--- src/rtl/data_cache_responder_pkg.sv ---
// Shared definitions for the data-cache responder.
// Holds the FSM state encoding and the bit positions used to slice a byte
// address into word offset, line index and tag.
package data_cache_responder_pkg;

  typedef enum logic [1:0] {
    IDLE    = 2'd0,
    RD_MISS = 2'd1,
    WR_THRU = 2'd2,
    DONE    = 2'd3
  } state_e;

  localparam int ADDR_W  = 32;
  localparam int DATA_W  = 32;
  // Index starts just above the byte offset; the tag is the top of the address.
  localparam int IDX_LSB = 2;
  localparam int TAG_MSB = ADDR_W - 1;

endpackage

--- src/rtl/data_cache_responder_line_array.sv ---
// cache_line_array: LINES x (valid, tag, data) storage for the direct-mapped
// cache.
// Ports:
//   realClock, reset        clock, asynchronous active-high reset (valid only)
//   rd_idx                  asynchronous read index
//   rd_valid/rd_tag/rd_data line contents at rd_idx
//   wr_en/wr_idx            synchronous write strobe and index
//   wr_tag/wr_data          tag and data written; the line becomes valid
module cache_line_array
  import data_cache_responder_pkg::*;
#(
  parameter int LINES = 16,
  parameter int IDX_W = 4,
  parameter int TAG_W = 26
) (
  input  logic              realClock,
  input  logic              reset,
  input  logic [IDX_W-1:0]  rd_idx,
  output logic              rd_valid,
  output logic [TAG_W-1:0]  rd_tag,
  output logic [DATA_W-1:0] rd_data,
  input  logic              wr_en,
  input  logic [IDX_W-1:0]  wr_idx,
  input  logic [TAG_W-1:0]  wr_tag,
  input  logic [DATA_W-1:0] wr_data
);

  logic [LINES-1:0]  valid_q;
  logic [LINES-1:0]  valid_d;
  logic [TAG_W-1:0]  tag_mem  [LINES];
  logic [DATA_W-1:0] data_mem [LINES];

  always_comb begin
    valid_d = valid_q;
    if (wr_en) begin
      valid_d[wr_idx] = 1'b1;
    end
  end

  always_ff @(posedge realClock or posedge reset) begin
    if (reset) begin
      valid_q <= '0;
    end else begin
      valid_q <= valid_d;
    end
  end

  // Tag and data are never reset; a cleared valid bit makes them don't-care.
  always_ff @(posedge realClock) begin
    if (wr_en) begin
      tag_mem[wr_idx]  <= wr_tag;
      data_mem[wr_idx] <= wr_data;
    end
  end

  assign rd_valid = valid_q[rd_idx];
  assign rd_tag   = tag_mem[rd_idx];
  assign rd_data  = data_mem[rd_idx];

endmodule

--- src/rtl/data_cache_responder.sv ---
// data_cache_responder: responder end of the pipeline data-memory interface.
// Direct-mapped, one word per line, write-through, no-write-allocate cache in
// front of a slow req/ack backing memory. outStall gates the pipeline clock.
// Ports:
//   realClock, reset              free-running clock, async active-high reset
//   addressData, value            byte address and store data from MEM stage
//   write, readData               store / load requests (levels)
//   outData, outStall             load data on a hit, pipeline freeze
//   mem_req/we/addr/wdata         registered backing-memory request
//   mem_rdata, mem_ack            backing-memory response
//   hit_count/miss_count/stall_count  wrapping statistics counters
//
// state   | meaning
// IDLE    | lookup; hits answered combinationally, misses/stores launch a request
// RD_MISS | waiting for read ack; fill the line on ack
// WR_THRU | waiting for write ack; update the line only if it hits
// DONE    | one unstalled cycle so the pipeline retires the store
module data_cache_responder
  import data_cache_responder_pkg::*;
#(
  parameter int LINES = 16,
  parameter int IDX_W = 4,
  parameter int TAG_W = 26
) (
  input  logic              realClock,
  input  logic              reset,
  input  logic [ADDR_W-1:0] addressData,
  input  logic [DATA_W-1:0] value,
  input  logic              write,
  input  logic              readData,
  output logic [DATA_W-1:0] outData,
  output logic              outStall,
  output logic              mem_req,
  output logic              mem_we,
  output logic [ADDR_W-1:0] mem_addr,
  output logic [DATA_W-1:0] mem_wdata,
  input  logic [DATA_W-1:0] mem_rdata,
  input  logic              mem_ack,
  output logic [31:0]       hit_count,
  output logic [31:0]       miss_count,
  output logic [31:0]       stall_count
);

  state_e            state_q, state_d;
  logic              mem_req_q, mem_req_d;
  logic              mem_we_q, mem_we_d;
  logic [ADDR_W-1:0] mem_addr_q, mem_addr_d;
  logic [DATA_W-1:0] mem_wdata_q, mem_wdata_d;
  logic [31:0]       hit_count_q, hit_count_d;
  logic [31:0]       miss_count_q, miss_count_d;
  logic [31:0]       stall_count_q, stall_count_d;
  logic              retry_q, retry_d;

  logic [IDX_W-1:0]  rd_idx;
  logic [TAG_W-1:0]  lookup_tag;
  logic              rd_valid;
  logic [TAG_W-1:0]  rd_tag;
  logic [DATA_W-1:0] rd_data;
  logic              hit;
  logic              ack;

  logic              wr_en;
  logic [IDX_W-1:0]  wr_idx;
  logic [TAG_W-1:0]  wr_tag;
  logic [DATA_W-1:0] wr_data;

  logic              out_stall;
  logic [DATA_W-1:0] out_data;

  // Byte offset is never used by a word-wide cache.
  logic unused_byte_offset;
  assign unused_byte_offset = ^addressData[IDX_LSB-1:0];

  // In IDLE the lookup follows the live request; while waiting on memory it
  // follows the latched address so the write-through tag check uses the
  // address actually sent.
  always_comb begin
    if (state_q == IDLE) begin
      rd_idx     = addressData[IDX_LSB +: IDX_W];
      lookup_tag = addressData[TAG_MSB -: TAG_W];
    end else begin
      rd_idx     = mem_addr_q[IDX_LSB +: IDX_W];
      lookup_tag = mem_addr_q[TAG_MSB -: TAG_W];
    end
  end

  assign hit = rd_valid && (rd_tag == lookup_tag);
  assign ack = mem_ack && mem_req_q;

  cache_line_array #(
    .LINES (LINES),
    .IDX_W (IDX_W),
    .TAG_W (TAG_W)
  ) u_lines (
    .realClock (realClock),
    .reset     (reset),
    .rd_idx    (rd_idx),
    .rd_valid  (rd_valid),
    .rd_tag    (rd_tag),
    .rd_data   (rd_data),
    .wr_en     (wr_en),
    .wr_idx    (wr_idx),
    .wr_tag    (wr_tag),
    .wr_data   (wr_data)
  );

  always_comb begin
    state_d      = state_q;
    mem_req_d    = mem_req_q;
    mem_we_d     = mem_we_q;
    mem_addr_d   = mem_addr_q;
    mem_wdata_d  = mem_wdata_q;
    hit_count_d  = hit_count_q;
    miss_count_d = miss_count_q;
    retry_d      = retry_q;
    out_stall    = 1'b0;
    out_data     = '0;
    wr_en        = 1'b0;
    wr_idx       = mem_addr_q[IDX_LSB +: IDX_W];
    wr_tag       = mem_addr_q[TAG_MSB -: TAG_W];
    wr_data      = mem_rdata;

    case (state_q)
      IDLE: begin
        if (write) begin
          out_stall   = 1'b1;
          mem_req_d   = 1'b1;
          mem_we_d    = 1'b1;
          mem_addr_d  = {addressData[ADDR_W-1:IDX_LSB], 2'b00};
          mem_wdata_d = value;
          state_d     = WR_THRU;
        end else if (readData) begin
          if (hit) begin
            out_data = rd_data;
            // The hit that completes a miss is not a real hit.
            if (!retry_q) begin
              hit_count_d = hit_count_q + 32'd1;
            end
            retry_d = 1'b0;
          end else begin
            out_stall    = 1'b1;
            mem_req_d    = 1'b1;
            mem_we_d     = 1'b0;
            mem_addr_d   = {addressData[ADDR_W-1:IDX_LSB], 2'b00};
            miss_count_d = miss_count_q + 32'd1;
            state_d      = RD_MISS;
          end
        end
      end
      RD_MISS: begin
        out_stall = 1'b1;
        if (ack) begin
          wr_en     = 1'b1;
          wr_data   = mem_rdata;
          retry_d   = 1'b1;
          mem_req_d = 1'b0;
          state_d   = IDLE;
        end
      end
      WR_THRU: begin
        out_stall = 1'b1;
        if (ack) begin
          // No write-allocate: only refresh a line that already holds this word.
          wr_en     = hit;
          wr_data   = mem_wdata_q;
          mem_req_d = 1'b0;
          state_d   = DONE;
        end
      end
      DONE: begin
        state_d = IDLE;
      end
      default: begin
        state_d = IDLE;
      end
    endcase

    stall_count_d = out_stall ? stall_count_q + 32'd1 : stall_count_q;
  end

  always_ff @(posedge realClock or posedge reset) begin
    if (reset) begin
      state_q       <= IDLE;
      mem_req_q     <= 1'b0;
      mem_we_q      <= 1'b0;
      mem_addr_q    <= '0;
      mem_wdata_q   <= '0;
      hit_count_q   <= '0;
      miss_count_q  <= '0;
      stall_count_q <= '0;
      retry_q       <= 1'b0;
    end else begin
      state_q       <= state_d;
      mem_req_q     <= mem_req_d;
      mem_we_q      <= mem_we_d;
      mem_addr_q    <= mem_addr_d;
      mem_wdata_q   <= mem_wdata_d;
      hit_count_q   <= hit_count_d;
      miss_count_q  <= miss_count_d;
      stall_count_q <= stall_count_d;
      retry_q       <= retry_d;
    end
  end

  // Outputs are forced quiet while reset is held, even if requests are present.
  assign outStall    = out_stall && !reset;
  assign outData     = reset ? '0 : out_data;
  assign mem_req     = mem_req_q;
  assign mem_we      = mem_we_q;
  assign mem_addr    = mem_addr_q;
  assign mem_wdata   = mem_wdata_q;
  assign hit_count   = hit_count_q;
  assign miss_count  = miss_count_q;
  assign stall_count = stall_count_q;

endmodule
--- config.mk ---
export PLATFORM = sky130hd
export DESIGN_NAME = data_cache_responder
export DESIGN_NICKNAME = d
export VERILOG_FILES = /design/src/rtl/data_cache_responder_pkg.sv /design/src/rtl/data_cache_responder_line_array.sv /design/src/rtl/data_cache_responder.sv
export SDC_FILE = /design/constraint.sdc
export NUM_CORES = 1
export LEC_CHECK = 0
export BUFFER_PORTS_ARGS = -buffer_cell sky130_fd_sc_hd__buf_2
export CORE_MARGIN = 2
export CORE_UTILIZATION = 52
export DETAILED_ROUTE_END_ITERATION = 8
export PLACE_DENSITY = 0.7
export SYNTH_ARGS = -nofsm -noshare
export SYNTH_HDL_FRONTEND = slang
export SYNTH_SLANG_ARGS = --single-unit
--- constraint.sdc ---
create_clock -name realClock -period 11.5 [get_ports realClock]
set_input_delay 1.725 -clock realClock [delete_from_list [all_inputs] [get_ports realClock]]
set_output_delay 1.725 -clock realClock [all_outputs]
set_load 0.05 [all_outputs]
Yosys cells after proc, flatten, opt, wreduce, memory -nomap -nowiden
Memory sizes are Yosys's and may differ from the RTL's.
Cells that the tools add are included.
{"block": "classes", "addsub": 3, "n_lt_le_gt_ge": 3, "eq_ne": 13, "mux": 44, "bitwise": 4, "reduce_logical": 17}
{"cell": "2-to-1 mux 32 bit", "count": 10}
{"cell": "adder 32 x 1 -> 32 bit, second input constant", "count": 3}
{"cell": "== test 26 bit", "count": 1}
{"cell": "2-to-1 mux 26 bit", "count": 1}
{"cell": "2-to-1 mux 1 bit", "count": 20}
{"cell": "bitwise OR 16 bit", "count": 1}
{"cell": "inequality test 2 bit, second input constant", "count": 6}
{"cell": "AND reduction 4 bit", "count": 3}
{"cell": "less-than comparator 4 x 5 -> 1 bit, second input constant", "count": 2}
{"cell": "2-to-1 mux 2 bit", "count": 5}
{"cell": "AND reduction 5 bit", "count": 2}
{"cell": "case mux 1 bit (2 select lines)", "count": 4}
{"cell": "case mux 2 bit (4 select lines)", "count": 1}
{"cell": "inequality test 3 bit, second input constant", "count": 2}
{"cell": "nonzero test 2 bit", "count": 3}
{"cell": "binary-select mux 1 bit (select 4 bit)", "count": 1}
{"cell": "demux 1 bit (select 4 bit)", "count": 1}
{"cell": "== test 2 bit, second input constant", "count": 2}
{"cell": ">= comparator 4 x 1 -> 1 bit, second input constant", "count": 1}
{"cell": "logical AND 1 bit", "count": 4}
{"cell": "2-to-1 mux 4 bit", "count": 1}
{"cell": "NOT 1 bit", "count": 3}
{"cell": "AND reduction 3 bit", "count": 1}
{"cell": "== test 2 x 1 -> 1 bit, second input constant", "count": 1}
{"cell": "5 further kinds", "count": 5}
{"block": "totals", "ff_bits": 181, "ram_bits": 928, "input_bits": 101, "out_inout_bits": 195, "wordCells": 96, "mem_count": 2}
{"name": "u_lines.data_mem", "words": 16, "word_bits": 32, "rd": 1, "rd_clocked_by_memory_dff": 0, "wr": 1, "line_no": "data_cache_responder_line_array.sv:31", "source": "logic [DATA_W-1:0] data_mem [LINES];"}
{"name": "u_lines.tag_mem", "words": 16, "word_bits": 26, "rd": 1, "rd_clocked_by_memory_dff": 0, "wr": 1, "line_no": "data_cache_responder_line_array.sv:30", "source": "logic [TAG_W-1:0] tag_mem [LINES];"}

Depth between registers and ports, before layout
Gate-level depths: netlist of run 1.
{"block": "logic_depth", "word_depth": 10, "ltp_mapped": 20}

By module
From an unflattened synthesis of run 1, not the netlist that was laid out.
{"block": "unflattened", "cells_unflattened": 2175, "area_unflattened_um2": 43538.0}
{"module": "cache_line_array", "n_inst": 1, "cells_per_inst": 1480, "area_per_inst_um2": 35298.9, "seq_area_each_um2": 28267.1}
{"module": "data_cache_responder", "n_inst": 1, "cells_per_inst": 695, "area_per_inst_um2": 8239.2, "seq_area_each_um2": 4078.9}

Worst setup path before layout of run 1
No wires, ideal clock.
{"block": "synth_timing", "path_kind": "input to register", "from": "input port addressData[3]", "to": "register u_lines.valid_q[1]", "t_arrival_ns": 10.350, "t_required_ns": 11.401, "slack_ns": 1.051, "stages": 13, "n_path_buf": 2, "cell_sequence": "clkbuf_1 > mux2i_1 > clkbuf_1 > nand2_1 > a32o_1 > nor4_1 > xnor2_1 > nor4_1 > nand4_1 > nor4b_2 > nor2_1 > nor4_1 > or2_2"}
{"block": "synth_between", "elab_chain_cells": 6, "word_cells_on_any_way": 8}
{"element": "start, declared", "line_no": "data_cache_responder.sv:27", "source": "input logic [ADDR_W-1:0] addressData,"}
{"element": "2-to-1 mux 4 bit (*)", "line_no": "data_cache_responder.sv:78", "source": "if (state_q == IDLE) begin"}
{"element": "memory (16 x 26 bit) or binary-select mux 1 bit (select 4 bit) (tied branches)"}
{"element": "== test 26 bit or 2-to-1 mux 1 bit (tied branches)", "line_no": "data_cache_responder.sv:87, data_cache_responder_line_array.sv:56"}
{"element": "logical AND 1 bit (*)", "line_no": "data_cache_responder.sv:87", "source": "assign hit = rd_valid && (rd_tag == lookup_tag);"}
{"element": "2-to-1 mux 1 bit (*)", "line_no": "data_cache_responder.sv:162", "source": "if (ack) begin"}
{"element": "case mux 1 bit (2 select lines) (*)", "line_no": "data_cache_responder.sv:123", "source": "case (state_q)"}
{"element": "end signal, assigned", "line_no": "data_cache_responder_line_array.sv:44", "source": "valid_q <= valid_d;"}
{"element": "end, declared", "line_no": "data_cache_responder_line_array.sv:28", "source": "logic [LINES-1:0] valid_q;"}
Mark *: on every way between the ends. The rest lies on a longest branch, timed or not. The select of a mux whose other input is x is not followed.
A chain may end at the register's enable or synchronous reset.

Worst setup path in the final report of run 1
{"block": "layout_timing", "from": "register state_q[0]", "to": "output port outData[4]"}
{"block": "layout_between", "elab_chain_cells": 10, "word_cells_on_any_way": 14}
{"element": "start, declared", "line_no": "data_cache_responder.sv:44", "source": "state_e state_q, state_d;"}
{"element": "start signal, assigned", "line_no": "data_cache_responder.sv:193", "source": "state_q <= state_d;"}
{"element": "logical NOT 2 bit (*)", "line_no": "data_cache_responder.sv:78, data_cache_responder.sv:123"}
{"element": "2-to-1 mux 4 bit", "line_no": "data_cache_responder.sv:78"}
{"element": "memory (16 x 26 bit) or binary-select mux 1 bit (select 4 bit) (tied branches)"}
{"element": "== test 26 bit or 2-to-1 mux 1 bit (tied branches)", "line_no": "data_cache_responder.sv:87, data_cache_responder_line_array.sv:56"}
{"element": "logical AND 1 bit", "line_no": "data_cache_responder.sv:87"}
{"element": "2-to-1 mux 32 bit", "line_no": "data_cache_responder.sv:133", "source": "if (hit) begin"}
{"element": "2-to-1 mux 32 bit", "line_no": "data_cache_responder.sv:132", "source": "end else if (readData) begin"}
{"element": "2-to-1 mux 32 bit", "line_no": "data_cache_responder.sv:125", "source": "if (write) begin"}
{"element": "2-to-1 mux 32 bit (*)", "line_no": "data_cache_responder.sv:123"}
{"element": "2-to-1 mux 32 bit (*)", "line_no": "data_cache_responder.sv:207", "source": "assign outData = reset ? '0 : out_data;"}
{"element": "end, declared", "line_no": "data_cache_responder.sv:31", "source": "output logic [DATA_W-1:0] outData,"}
Marked as above.

==> results of run 1 <==
layer usage:
metal  routed length, um  global-route usage  up-vias
li1                    -                   -    12400
met1               46500               0.348    14000
met2               53100               0.393     1185
met3                9070              0.0403      191
met4                3050              0.0775        0
met5                   0                   0        -
cells in the final DEF (no fill, tap or decap), drive strengths merged, types with 6 or more instances in the layout:
cell type  Yosys  final
xor2          62     62
a21oi         12     12
mux4          66     66
nor3          25     25
nand3b        11     11
dfrtp        179    179
a311oi       128    128
nand4         49     49
a31oi          6      6
nand2        684    684
and2          16     16
nor3b         37     37
a32oi         13     13
or3            8      8
and3          88     88
mux2i         68     68
nand3        191    191
inv           13     15
ha             8      8
clkbuf       131    156
nor2          48     48
mux2         112    112
a22o           6      6
clkinvlp       0      6
and4           8      8
xnor2         62     62
nor4          32     32
clkinv         0     39
nand2b        11     11
buf           57    339
o21bai        13     13
a32o           6      6
o21ai         21     21
edfxtp       928    928
sequential cells by signal, summed over array words and instances (netlist names):
signal,count
u_lines.tag_mem,416
u_lines.data_mem,512
miss_count,32
hit_count,32
u_lines.valid_q,16
mem_req,1
mem_we,1
mem_addr,30
retry_q,1
mem_wdata,32
state_q,2
stall_count,32
through the flow:
| stage | worst slack (ns) | hold WS, ns | cells | power [uW] |
|---|---|---|---|---|
| 2_1_floorplan | 1.05 | 0.434 | 3152 | 8710 |
| 3_3_place_gp | 2.03 | 0.450 | 4458 | 10100 |
| 3_5_place_dp | 2.05 | 0.456 | 4458 | 10100 |
| 4_1_cts | 1.70 | 0.472 | 4665 | 13500 |
| 5_1_grt | 1.22 | 0.485 | 4666 | 14100 |
| 6_report | 1.68 | 0.466 | 4666 | 13500 |
cells in the mapped netlist (all sizes together) (2+ instances only):
cell and number:
xor2 62, and2 16, inv 13, o22a 2, nand2 684, nor4 32
and3 88, nand3b 11, o31ai 5, o21bai 13, a31oi 6, nor3b 37
ha 8, nor2b 3, a21oi 12, edfxtp 928, nand4 49, mux2 112
o22ai 5, xnor2 62, o21ai 21, nand3 191, clkbuf 131, mux2i 68
o311ai 3, a32oi 13, nor2 48, and4 8, a32o 6, nand2b 11
nor3 25, dfrtp 179, a221oi 5, mux4 66, o211ai 3, or2 5
or3 8, or4 2, buf 57, a311oi 128, a22o 6, nor4b 5
worst paths after layout:
path,startpoint,endpoint,depth (start not counted)
min in group asynchronous,reset,hit_count[7]$_DFFE_PP0P_,2
max in group asynchronous,reset,miss_count[3]$_DFFE_PP0P_,3
worst min register to register,hit_count[31]$_DFFE_PP0P_,hit_count[31]$_DFFE_PP0P_,1
worst min-delay path,hit_count[31]$_DFFE_PP0P_,hit_count[31]$_DFFE_PP0P_,1
worst max-delay path,state_q[0]$_DFFE_PP0P_,outData[4],16
worst max register to register,state_q[0]$_DFFE_PP0P_,u_lines.tag_mem[0][18]$_DFFE_PP_,17
power breakdown:
group / internal, uW / switching (uW) / leakage (uW)
sequential: 4850 / 383 / 0.0106
clock: 1950 / 1480 / 0.00167
combinational: 1590 / 3260 / 0.00663
total: 8390 / 5120 / 0.0189
cell type report:
type,instances,area share
antenna,1,0.0000484
clock buffer,156,0.0596
clock inverter,51,0.00724
inverter,13,0.00109
multi-input combinational,1844,0.242
sequential,1107,0.626
tap,1155,0.0280
timing repair buffer,339,0.0366
cells by family after synthesis:
logic type	count (synthesis)
multiplexers	246
AO/OA/AOI/OAI	238
AND/OR/NAND/NOR	1226
adder cells (fa/ha/maj)	8
flip-flops	1107
XOR/XNOR	124
other	1
buffers and inverters	201
==> run summary, run 1 <==
synth top area cells = edfxtp_1, dfrtp_1, nand2_1, mux4_2, mux2_2
GPL Wtd Cong = 0.843
postcts setup bufs = 0
largest family of logic cells by synthesized area = simple AND/OR/NAND/NOR gates
DRC Markers = 0
class of the worst hold path = flip-flop to flip-flop
Skew-Pair Late Insertion Delay = 0.68 ns
Top Ports = 296
multiplexer share of the synthesized area = 0.0755
CTS tree = built
Least-Margin Pin Slew = 1.13 ns
crit-path cells = inv_1 > ha_4 > buf_4 > mux2i_4 > buf_4 > buf_12 > nand2_1 > and3_1 > a31oi_1 > xor2_1 > o21ai_0 > a2bb2oi_1 > nor4_1 > and2_2 > nor3b_1 > buf_2
Worst Path Class, Setup = flip-flop to primary output
Power Density = 261 nW/um^2
xor/xnor share of the synthesized area = 0.0239
Max Cap Violations = 0
Synth Area in Compound Gates = 0.0421
Slew HR = 0.246
required time worst endpoint = 9.78 ns
cts repair resizes = 0
top cell type's share of synthesized area = 0.613
TritonCTS buffer count = 111
largest net degree at the start of global routing = 213
Routed Antenna Nets = 0
reg2reg setup slack = 3.37 ns
Crit-path slowest cell = and2_2
Initial DRC Count = 2938
initial antenna violation count = 2
final instance area = 51700 um^2
Initial Util = 0.524
TritonCTS Sinks = 1107
Leakage = 0.0189 uW
# rows = 108
Adder-Cell Fraction of Synth Area = 0.00220
Ys Warns = 0
min cycle time layout = 9.82 ns
setup violators final = 0
DR vias = 27800
max frequency = 0.102 GHz
H-Tree Level Count = 3
overall routing resource usage = 0.245
vias per inst = 5.96
Port Buf Inserts = 291
HPWL Detailed = 60200 um
endpoints failing hold = 0
global-route wire length before repair = 166000 um
number of global-route vias before repair = 26600
asr flop ratio synth = 0.162
Root Driver = clkbuf_16
clk buf depth = 3
status = finished, final reports clean
fin. max-slew vios = 0
overall routed net length = 112000 um
number of synthesized register bits = 1107
setup_tns = 0 ns
Routed wire per std cell = 23.9 um
crit start category = flip-flop
fin crit share = 0.854
die height = 300 um
layout cells sized above 1 = 0.203
Finished Core Util = 0.596
Post-CTS Hold Buffers = 0
multi-input logic area = 12500 um^2
Fin Clk Skew = 0.0371 ns
Synth Instances = 3151
Setup crit end kind = primary output
Pre-antenna DRT Iters = 6
core area = 86800 um^2
die area = 89800 um^2
simple logic cell fraction of the synthesized area = 0.126
WP buf/inv = 5
sequential-to-total area share from yosys stat = 0.711
CP max stage delay = 0.90 ns
NumNets Final = 3525
Area after DPL = 48200 um^2
grt total ovfl = 0
Layout area overhead = 13.6%
width of the die = 300 um
Max Fanout on Critical Path = 212
cell taking the most area after synthesis = edfxtp_1
FILL cells = 6596
Critical Path Most Common Cell = buf_4
crit path DAT = 8.10 ns
clock slew seen by the registers of the worst setup and hold paths = 0.06 ns
Distinct cells, synth = 66
FF+latch area = 32300 um^2
synthesized area per cell = 14.4 um^2
RSZ-0062 raised after global routing = false
CP delay by family, top = buffers and inverters
Peak VDD IR = 0.000267 V
Post-Synthesis Cell Area = 45500 um^2
Post-synth EDFFs = 928
Post-synth top flop = edfxtp_1
Power figures use the tool's default switching activity.
==> inputs of run 2 (changes only) <==
--- a/config.mk
+++ b/config.mk
@@ -8,6 +8,7 @@
 export BUFFER_PORTS_ARGS = -buffer_cell sky130_fd_sc_hd__buf_2
 export CORE_MARGIN = 2
 export CORE_UTILIZATION = 52
+export CTS_BUF_LIST = sky130_fd_sc_hd__clkbuf_4 sky130_fd_sc_hd__clkbuf_8 sky130_fd_sc_hd__clkbuf_16
 export DETAILED_ROUTE_END_ITERATION = 8
 export PLACE_DENSITY = 0.7
 export SYNTH_ARGS = -nofsm -noshare
==> run 2 against run 1 <==
Net effect: maximum frequency fell by 0.38%; total power up 0.54%; worst setup slack worse by 0.037 ns; clock power increased by 2%; die area is the same; combinational power is essentially flat; critical path type unchanged; design area grew 0.25%; cell count did not move; register-to-register slack gained 0.04 ns.
==> run summary, run 2 (same netlist as run 1, synthesis figures left out) <==
fin crit share = 0.857 (was 0.854)
commonest non-fill, non-tap cell in the layout = edfxtp_1 (unchanged)
fin cells = 4666 (unchanged)
clock slew seen by the registers of the worst setup and hold paths = 0.06 ns (about the same)
Leakage = 0.0191 uW (was 0.0189 uW)
grt total ovfl = 0 (unchanged)
NumNets Final = 3525 (unchanged)
required time worst endpoint = 9.78 ns (about the same)
initial antenna violation count = 2 (unchanged)
Port Buf Inserts = 291 (unchanged)
class of the worst hold path = flip-flop to flip-flop (unchanged)
GPL Wtd Cong = 0.843 (unchanged)
biggest regs = u_lines.data_mem: 512 flops, u_lines.tag_mem: 416 flops (unchanged)
most frequent cells in the layout = edfxtp_1, nand2_1, buf_2 (unchanged)
RSZ-0062 raised after global routing = false (unchanged)
overall routed net length = 112000 um (about the same)
Top Ports = 296 (unchanged)
postcts setup bufs = 0 (unchanged)
Slew HR = 0.233 (was 0.246)
Fin Clk Skew = 0.0328 ns (was 0.0371 ns)
overall routing resource usage = 0.245 (about the same)
TritonCTS Sinks = 1107 (unchanged)
TritonCTS buffer count = 111 (unchanged)
status = finished, final reports clean (unchanged)
H-Tree Level Count = 3 (unchanged)
HPWL Detailed = 60200 um (unchanged)
Skew-Pair Late Insertion Delay = 0.67 ns (was 0.68 ns)
core area = 86800 um^2 (unchanged)
width of the die = 300 um (unchanged)
final instance area = 51800 um^2 (was 51700 um^2)
setup violators final = 0 (unchanged)
Initial DRC Count = 2955 (was 2938)
Max Fanout on Critical Path = 212 (unchanged)
clk buf depth = 3 (unchanged)
Peak VDD IR = 0.000267 V (about the same)
Root Driver = clkbuf_16 (unchanged)
crit path DAT = 8.13 ns (was 8.10 ns)
Routed wire per std cell = 23.9 um (about the same)
Least-Margin Pin Slew = 1.15 ns (was 1.13 ns)
largest net degree at the start of global routing = 213 (unchanged)
DRC Markers = 0 (unchanged)
# rows = 108 (unchanged)
die height = 300 um (unchanged)
layout cells sized above 1 = 0.213 (was 0.203)
DR vias = 27800 (about the same)
multi-input logic area = 12500 um^2 (unchanged)
Worst Path Class, Setup = flip-flop to primary output (unchanged)
CTS tree = built (unchanged)
Layout area overhead = 13.9% (was 13.6%)
Top reg by flops = u_lines.data_mem (unchanged)
vias per inst = 5.96 (about the same)
setup_tns = 0 ns (unchanged)
Post-CTS Hold Buffers = 0 (unchanged)
min cycle time layout = 9.86 ns (was 9.82 ns)
fin. max-slew vios = 0 (unchanged)
FILL cells = 6585 (was 6596)
Initial Util = 0.524 (unchanged)
Pre-antenna DRT Iters = 5 (was 6)
max frequency = 0.101 GHz (was 0.102 GHz)
Area after DPL = 48200 um^2 (unchanged)
endpoints failing hold = 0 (unchanged)
max reg flops = 512 (unchanged)
die area = 89800 um^2 (unchanged)
cts repair resizes = 0 (unchanged)
number of global-route vias before repair = 26600 (about the same)
FF+latch area = 32300 um^2 (unchanged)
dpl cells = 4458 (unchanged)
Power Density = 262 nW/um^2 (was 261 nW/um^2)
crit start category = flip-flop (unchanged)
global-route wire length before repair = 166000 um (about the same)
Max Cap Violations = 0 (unchanged)
Routed Antenna Nets = 0 (unchanged)
Setup crit end kind = primary output (unchanged)
==> run 2: critical path, cell delays in order (launching register included) <==
cell	delay, ns
dfrtp_1	0.41
inv_1	0.17
ha_4	0.47
buf_4	0.62
mux2i_4	0.51
buf_4	0.65
buf_12	0.74
nand2_1	0.11
and3_1	0.21
a31oi_1	0.25
xor2_1	0.19
o21ai_0	0.09
a2bb2oi_1	0.31
nor4_1	0.54
and2_2	0.93
nor3b_1	0.75
buf_2	0.39
==> run 2: final timing paths <==
| path | startpoint | endpoint | slack (ns) | cells after the start |
|---|---|---|---|---|
| max in group asynchronous | reset | miss_count[3]$_DFFE_PP0P_ | 9.22 | 3 |
| setup / recovery | state_q[0]$_DFFE_PP0P_ | outData[4] | 1.64 | 16 |
| setup reg to reg | state_q[0]$_DFFE_PP0P_ | u_lines.tag_mem[0][18]$_DFFE_PP_ | 3.41 | 17 |
| hold reg to reg | hit_count[31]$_DFFE_PP0P_ | hit_count[31]$_DFFE_PP0P_ | 0.47 | 1 |
| min in group asynchronous | reset | hit_count[7]$_DFFE_PP0P_ | 1.08 | 2 |
| hold / removal | hit_count[31]$_DFFE_PP0P_ | hit_count[31]$_DFFE_PP0P_ | 0.47 | 1 |
==> run 2: metal layers <==
layer | wire length [um] | track usage
met1 | 46000 | 0.347
met2 | 53000 | 0.392
met3 | 9550 | 0.0403
met4 | 3070 | 0.0788
met5 | 0 | 0
==> run 2: cell type report <==
type / instances / share of cell area
Inverter: 13 / 0.00109
Antenna cell: 1 / 0.0000483
Timing Repair Buffer: 339 / 0.0365
Tap cell: 1155 / 0.0279
Clock buffer: 156 / 0.0619
Sequential cell: 1107 / 0.624
Multi-Input combinational cell: 1844 / 0.241
Clock inverter: 51 / 0.00722
==> run 2: where the power goes <==
part / switching (uW) / internal [uW] / leakage [uW]
clock: 1480 / 2030 / 0.00179
combinational: 3250 / 1590 / 0.00663
sequential: 384 / 4850 / 0.0106
total: 5110 / 8470 / 0.0191
==> run 2: stage by stage <==
step	utilization	worst slack, ns	hold slack, ns	power [uW]
floorplan	-	1.05	0.434	8710
global placement	0.556	2.03	0.450	10100
detailed placement	0.556	2.05	0.456	10100
CTS	0.597	1.70	0.472	13600
global route	0.597	1.20	0.485	14200
finish	0.597	1.64	0.467	13600
